[src/rtl/regfile_mp_pkg.sv]
// Shared types and the write-port resolution helper for regfile_mp.
// Also carries the upper bounds (address width, data width, write ports) that the resolver accepts.
package regfile_mp_pkg;

   localparam int REGFILE_DATA_W = 32;
   localparam int REGFILE_DEPTH  = 32;
   localparam int REGFILE_ADDR_W = $clog2(REGFILE_DEPTH);

   // Upper bounds the resolver is sized for; narrower instances zero-extend into these.
   localparam int MAX_ADDR_W = 8;
   localparam int MAX_DATA_W = 64;
   localparam int MAX_WR     = 2;

   typedef logic [REGFILE_ADDR_W-1:0] reg_addr_t;
   typedef logic [REGFILE_DATA_W-1:0] reg_data_t;

   typedef logic [MAX_ADDR_W-1:0] max_addr_t;
   typedef logic [MAX_DATA_W-1:0] max_data_t;

   typedef struct packed {
      logic      hit;
      max_data_t data;
   } wr_res_t;

   // Ascending scan, so the highest-indexed matching port overwrites lower ones.
   function automatic wr_res_t wr_resolve(
      input logic      [MAX_WR-1:0] en,
      input max_addr_t [MAX_WR-1:0] addr,
      input max_data_t [MAX_WR-1:0] data,
      input max_addr_t              target
   );
      wr_res_t r;
      r.hit  = 1'b0;
      r.data = '0;
      for (int w = 0; w < MAX_WR; w++) begin
         if (en[w] && addr[w] == target) begin
            r.hit  = 1'b1;
            r.data = data[w];
         end
      end
      return r;
   endfunction

endpackage

[src/rtl/regfile_mp_rdport.sv]
// One registered read port: stall hold, zero-entry mask and, when REGFILE_MP_BYPASS_EN
// is defined, same-edge forwarding of the winning write.
module regfile_mp_rdport
   import regfile_mp_pkg::*;
#(
   parameter int DATA_W  = REGFILE_DATA_W,
   parameter int ADDR_W  = REGFILE_ADDR_W,
   parameter int ZERO_R0 = 1
) (
   input  logic              clk,
   input  logic              rst,
   input  logic              rd_en,
   input  logic [ADDR_W-1:0] rd_addr,
   input  logic [DATA_W-1:0] mem_data,
   input  logic              byp_hit,
   input  logic [DATA_W-1:0] byp_data,
   output logic [DATA_W-1:0] rd_data
);

   logic [DATA_W-1:0] rd_next;

`ifdef REGFILE_MP_BYPASS_EN
   always_comb begin
      rd_next = byp_hit ? byp_data : mem_data;
      if (ZERO_R0 != 0 && rd_addr == '0) rd_next = '0;
   end
`else
   wire unused_byp = byp_hit ^ (^byp_data);

   always_comb begin
      rd_next = mem_data;
      if (ZERO_R0 != 0 && rd_addr == '0) rd_next = '0;
   end
`endif

   always_ff @(posedge clk or posedge rst) begin
      if (rst)        rd_data <= '0;
      else if (rd_en) rd_data <= rd_next;
   end

endmodule

[src/rtl/regfile_mp.sv]
// Multi-port register file: NUM_WR write ports with higher-index priority, NUM_RD registered read ports.
// Optional same-edge write-to-read forwarding is compiled in with REGFILE_MP_BYPASS_EN.
module regfile_mp
   import regfile_mp_pkg::*;
#(
   parameter int DATA_W  = REGFILE_DATA_W,
   parameter int DEPTH   = REGFILE_DEPTH,
   parameter int NUM_RD  = 2,
   parameter int NUM_WR  = 1,
   parameter int ZERO_R0 = 1
) (
   input  logic                                   clk,
   input  logic                                   rst,
   input  logic [NUM_WR-1:0]                      wr_en,
   input  logic [NUM_WR-1:0][$clog2(DEPTH)-1:0]   wr_addr,
   input  logic [NUM_WR-1:0][DATA_W-1:0]          wr_data,
   input  logic [NUM_RD-1:0]                      rd_en,
   input  logic [NUM_RD-1:0][$clog2(DEPTH)-1:0]   rd_addr,
   output logic [NUM_RD-1:0][DATA_W-1:0]          rd_data
);

   localparam int ADDR_W = $clog2(DEPTH);

   logic [DATA_W-1:0] mem [DEPTH];

   logic      [MAX_WR-1:0] wr_en_x;
   max_addr_t [MAX_WR-1:0] wr_addr_x;
   max_data_t [MAX_WR-1:0] wr_data_x;

   logic [DEPTH-1:0]             wr_hit;
   logic [DEPTH-1:0][DATA_W-1:0] wr_win;

   always_comb begin
      wr_en_x   = '0;
      wr_addr_x = '0;
      wr_data_x = '0;
      for (int w = 0; w < NUM_WR; w++) begin
         wr_en_x[w]   = wr_en[w];
         wr_addr_x[w] = max_addr_t'(wr_addr[w]);
         wr_data_x[w] = max_data_t'(wr_data[w]);
      end
   end

   for (genvar gi = 0; gi < DEPTH; gi++) begin : g_wr
      wr_res_t res;
      always_comb res = wr_resolve(wr_en_x, wr_addr_x, wr_data_x, max_addr_t'(gi));
      wire unused_res = ^res.data;
      assign wr_hit[gi] = res.hit && !(ZERO_R0 != 0 && gi == 0);
      assign wr_win[gi] = res.data[DATA_W-1:0];
   end

   // Reset clears the whole array, so storage is flops rather than a RAM macro.
   always_ff @(posedge clk or posedge rst) begin
      if (rst) begin
         for (int i = 0; i < DEPTH; i++) mem[i] <= '0;
      end else begin
         for (int i = 0; i < DEPTH; i++) begin
            if (wr_hit[i]) mem[i] <= wr_win[i];
         end
      end
   end

   for (genvar gi = 0; gi < NUM_RD; gi++) begin : g_rd
      wr_res_t byp;
      always_comb byp = wr_resolve(wr_en_x, wr_addr_x, wr_data_x, max_addr_t'(rd_addr[gi]));
      wire unused_byp = ^byp.data;

      regfile_mp_rdport #(
         .DATA_W  (DATA_W),
         .ADDR_W  (ADDR_W),
         .ZERO_R0 (ZERO_R0)
      ) u_rdport (
         .clk      (clk),
         .rst      (rst),
         .rd_en    (rd_en[gi]),
         .rd_addr  (rd_addr[gi]),
         .mem_data (mem[rd_addr[gi]]),
         .byp_hit  (byp.hit),
         .byp_data (byp.data[DATA_W-1:0]),
         .rd_data  (rd_data[gi])
      );
   end

endmodule
[config.mk]
export PLATFORM = sky130hd
export DESIGN_NAME = regfile_mp
export DESIGN_NICKNAME = d
export VERILOG_FILES = /design/src/rtl/regfile_mp_pkg.sv /design/src/rtl/regfile_mp_rdport.sv /design/src/rtl/regfile_mp.sv
export SDC_FILE = /design/constraint.sdc
export NUM_CORES = 2
export LEC_CHECK = 0
export CORE_ASPECT_RATIO = 1.1
export CORE_MARGIN = 2
export CORE_UTILIZATION = 50
export DETAILED_ROUTE_END_ITERATION = 10
export HOLD_SLACK_MARGIN = 0.12
export PLACE_DENSITY = 0.7
export SYNTH_ARGS = -nofsm -noshare
export SYNTH_HDL_FRONTEND = slang
export SYNTH_HIERARCHICAL = 1
export SYNTH_SLANG_ARGS = --single-unit
[constraint.sdc]
create_clock -name clk -period 63.6 [get_ports clk]
set_input_delay 12.72 -clock clk [delete_from_list [all_inputs] [get_ports clk]]
set_output_delay 12.72 -clock clk [all_outputs]
set_load 0.05 [all_outputs]
# Word-level counts from Yosys, hierarchy flattened

Index checks and enable logic that the tools add are counted.

Register bits: 1056
Latch bits: 0
RAM bits: 0
ROM bits: 0
Input bits: 52
Output and inout port bits: 64
Word-level logic and storage cells: 140
Memories: 0

Add/subtract/negate cells: 0
$mul: 0
Div/mod/pow operators: 0
Order comparisons: 2
Eq/ne operators: 31
Shift operators: 0
Muxes and demuxes: 39
Bitwise gates (word level): 2
Reduce and logical (&&, ||, !) cells: 33

Operators with widths:

| cell                                                      | number |
|---|---|
| two-way mux 65 bit                                        | 31 |
| binary-select mux 32 bit (select 5 bit)                   | 2 |
| two-way mux 32 bit                                        | 6 |
| equality test 5 bit (second input constant)               | 16 |
| equality test 5 x 4 -> 1 bit (second input constant)      | 8 |
| logical AND 1 bit                                         | 31 |
| equality test 5 x 3 -> 1 bit (second input constant)      | 4 |
| greater-or-equal comparator 6 bit (second input constant) | 2 |
| NOT 5 -> 6 bit                                            | 2 |
| equality test 5 x 2 -> 1 bit (second input constant)      | 2 |
| zero test 5 bit                                           | 2 |
| equality test 5 x 1 -> 1 bit (second input constant)      | 1 |

# Logic depth before layout (Yosys ltp)

Depth in word-level cells: 5
Depth in mapped cells: 10
Gate-level depth less buffers: 6

# Hierarchy

Netlist, hierarchy kept.

By module, submodules not included:

| module            | times used | cells an instance | area an instance (sq um) | sequential area each (sq um) |
|---|---|---|---|---|
| regfile_mp        | 1          | 3691              | 53754.1                  | 24823.8 |
| regfile_mp_rdport | 2          | 109               | 1387.6                   | 800.8 |

# Least setup slack after synthesis

OpenSTA, ideal clock, no wires.

Path kind: input to register
Start: input rd_addr[5] (netlist bit)
End: register g_rd[1].u_rdport.rd_data[12]
Library setup time: 0.137 ns
Data arrival time: 14.339 ns
Data required time: 63.463 ns
Setup slack: 49.124 ns
Stages on the path: 8
Path buffers: 2
Cells stage by stage: buf_2 buf_2 mux4_2 a22o_1 o21ai_0 o31ai_1 mux2i_1 a21oi_1

Cells in the longest elaborated chain, start to end: 5
Elaborated cells between the ends (all ways): 6
Those cells by class: mux (4); bitwise (1); reduce/logical (1)

Ends and longest elaborated chain:

| element                                               | line                    | source |
|---|---|---|
| start, declared                                       | regfile_mp.sv:18        | `input logic [NUM_RD-1:0][$clog2(DEPTH)-1:0] rd_addr,` |
| NOT 5 -> 6 bit (not written as such)                  | regfile_mp.sv:77        | `.mem_data (mem[rd_addr[gi]]),` |
| binary-select mux 32 bit (select 5 bit)               | regfile_mp.sv:77        |  |
| two-way mux 32 bit (not written as such) (2 in a row) | regfile_mp.sv:77        |  |
| two-way mux 32 bit (*)                                | regfile_mp_rdport.sv:32 | `if (ZERO_R0 != 0 && rd_addr == '0) rd_next = '0;` |
| end signal, assigned                                  | regfile_mp_rdport.sv:38 | `else if (rd_en) rd_data <= rd_next;` |
| end, declared                                         | regfile_mp_rdport.sv:17 | `output logic [DATA_W-1:0] rd_data` |

Every way passes the cells marked *; elsewhere a longest branch is shown, timed or not. The select of a mux whose other input is x is not followed.
A chain may end at the register's enable or synchronous reset.

# Worst setup path after layout

Start: input rd_addr[7] (netlist bit)
End: register g_rd[1].u_rdport.rd_data[2]

Same word-level chain as after synthesis.

==> flow_metrics.env <==
export IMPL_outcome="completed"
export IMPL_fin_worst_skew_ns=0.0364
export IMPL_vdd_drop_max_mv=0.0245
export IMPL_yosysWarnings=6
export IMPL_vias=36300
export IMPL_p_int_w=0.00146
export IMPL_grt_max_degree=163
export IMPL_maxCapViolCount=0
export IMPL_drc=0
export IMPL_clk_path_buf_depth=3
export IMPL_cts_hold_buf=0
export IMPL_timing_rr_start="mem[20]"
export IMPL_clock_latency_ns=0.71
export IMPL_grt_pass1_wl_um=256000
export IMPL_critical_path_class="in -> reg"
export IMPL_drt_initial_drc_count=3574
export IMPL_drv_slew=0
export IMPL_synthCells=3825
export IMPL_grt_busiest_layer="met2"
export IMPL_core_sq_mm=0.111
export IMPL_critPathSlowestCell="nand2_2"
export IMPL_combPwrFrac=0.214
export IMPL_p_seq_frac=0.446
export IMPL_nFillCells=9002
export IMPL_grtUsageMet1=0.428
export IMPL_worstPathRequired_ns=64.23
export IMPL_power_density_mw_per_mm2=32.9
export IMPL_fin_nets=3760
export IMPL_cpMostUsedCell="buf_4"
export IMPL_hp_start="mem[116]"
export IMPL_finalCriticalPeriod_ns=16.02
export IMPL_gr_usage_met2=0.473
export IMPL_clkTransAtPathRegs_ns=0.07
export IMPL_track_usage=0.306
export IMPL_switching_share=0.283
export IMPL_io_buffers=115
export IMPL_hold_class="reg -> reg"
export IMPL_maxSlewHeadroom=0.127
export IMPL_cts_root_buf="clkbuf_16"
export IMPL_cp_end_kind="flip-flop"
export IMPL_final_cell_mix="1056 x dfrtp_1, 1038 x mux2_2, 384 x mux4_2"
export IMPL_final_common_cell="dfrtp_1"
export IMPL_tns_ns=0
export IMPL_drt_first_pass_iters=5
export IMPL_use_met3=0.0636
export IMPL_rrSetupSlack_ns=61.57
export IMPL_gp_congestion=0.814
export IMPL_wirelength_um=174000
export IMPL_dieWidth_um=323
export IMPL_r2r_cells=6
export IMPL_wl_per_cell_um=32.8
export IMPL_clock_fmax_mhz=62.4
export IMPL_die_area_sq_mm=0.115
export IMPL_p_clk_frac=0.340
export IMPL_finalHoldViolCount=0
export IMPL_row_count=128
export IMPL_setup_viol=0
export IMPL_start_util=0.505
export IMPL_leakage_nw=26.8
export IMPL_r2r_end="g_rd[0].u_rdport/rd_data[20]"
export IMPL_area_sequential_sq_mm=0.0264
export IMPL_p_sw_w=0.000575
export IMPL_critPathArrivalTime_ns=16.65
export IMPL_cts_inserted_buffers=109
export IMPL_cts_tree="done"
export IMPL_viasPerCell=6.85
export IMPL_synth_area_sq_mm=0.0560
export IMPL_p_total_w=0.00203
export IMPL_tightest_slew_ns=1.30
export IMPL_fin_crit_sh=0.252
export IMPL_critPathMaxStageDelay_ns=0.87
export IMPL_antenna_found_initial=6
export IMPL_cts_setup_buffers=0
export IMPL_drtAntennaViolNets=0
export IMPL_syn_nets=3877
export IMPL_place_hpwl_um=98400
export IMPL_syn_to_final_growth_pct=10.4
export IMPL_clock_sinks=1056
export IMPL_stdcell_count=5297
export IMPL_grt_pass1_vias=37300
export IMPL_crit_end="g_rd[1].u_rdport/rd_data[2]"
export IMPL_critPathLaunchType="input pin"
export IMPL_drive_gt1_frac=0.462
export IMPL_grt_overflow=0
export IMPL_cts_repair_resized=0
export IMPL_crit_path_cell_trace="buf_8 -> buf_4 -> buf_4 -> nand2_2 -> o22ai_1 -> a211oi_1 -> o31ai_1 -> mux2i_1 -> a21oi_1"
export IMPL_startpoint="rd_addr[7]"
export IMPL_crit_fanout=88
export IMPL_num_io_pins=116
export IMPL_htreeDepth=3
export IMPL_avgSynthCellArea_sq_um=14.6
export IMPL_placed_cells=5092
export IMPL_rsz0062_at_grt="false"
export IMPL_multiInputGateArea_sq_mm=0.0278
export IMPL_dieHeight_um=355
[worst max-delay path: cells and delay by family]
family / cells / cell delay [ns]
buf+inv: 3 / 1.85
compound gates: 4 / 0.98
simple gates: 1 / 0.87
mux: 1 / 0.11
[cell type report]
type / instances / share of cell area
tap: 1495 / 0.0303
timing repair buffer: 198 / 0.0294
clock inverter: 53 / 0.0121
sequential: 1056 / 0.427
inverter: 5 / 0.000425
antenna: 1 / 0.0000405
clock buffer: 151 / 0.0506
multi-input combinational: 2338 / 0.450
[registers in the layout, indices dropped and copies added, names as in the netlist]
signal                 flops
mem                      992
g_rd.u_rdport/rd_data     64
[worst min path at each step]
stage          depth (start not counted)        to
5_1_grt                                1  mem[973]
4_1_cts                                1  mem[116]
3_3_place_gp                           1  mem[116]
3_5_place_dp                           1  mem[116]
6_report                               1  mem[116]
2_1_floorplan                          1  mem[116]
[through the flow]
stage	hold slack (ns)	setup slack, ns	cell area [sq um]	util
6_report	0.508	47.58	61800	0.558
5_1_grt	0.533	47.50	61800	0.558
4_1_cts	0.509	47.70	61800	0.558
3_5_place_dp	0.495	46.95	57900	0.523
3_3_place_gp	0.483	47.05	57900	0.523
2_1_floorplan	0.470	22.97	56000	-
[metal layers]
metal / wire, um / vias up
li1: - / 14500
met1: 71400 / 19600
met2: 79800 / 1728
met3: 15400 / 436
met4: 7200 / 8
met5: 49 / -
[power groups by stage]
stage          Clock [W]  Sequential (W)  Combinational [W]
6_report        0.000692        0.000906           0.000435
5_1_grt         0.000728        0.000923           0.000463
4_1_cts         0.000699        0.000904           0.000435
3_5_place_dp           0        0.000915           0.000434
3_3_place_gp           0        0.000907           0.000425
2_1_floorplan          0        0.000911           0.000314
No activity file was read; power rests on OpenSTA's default activity.
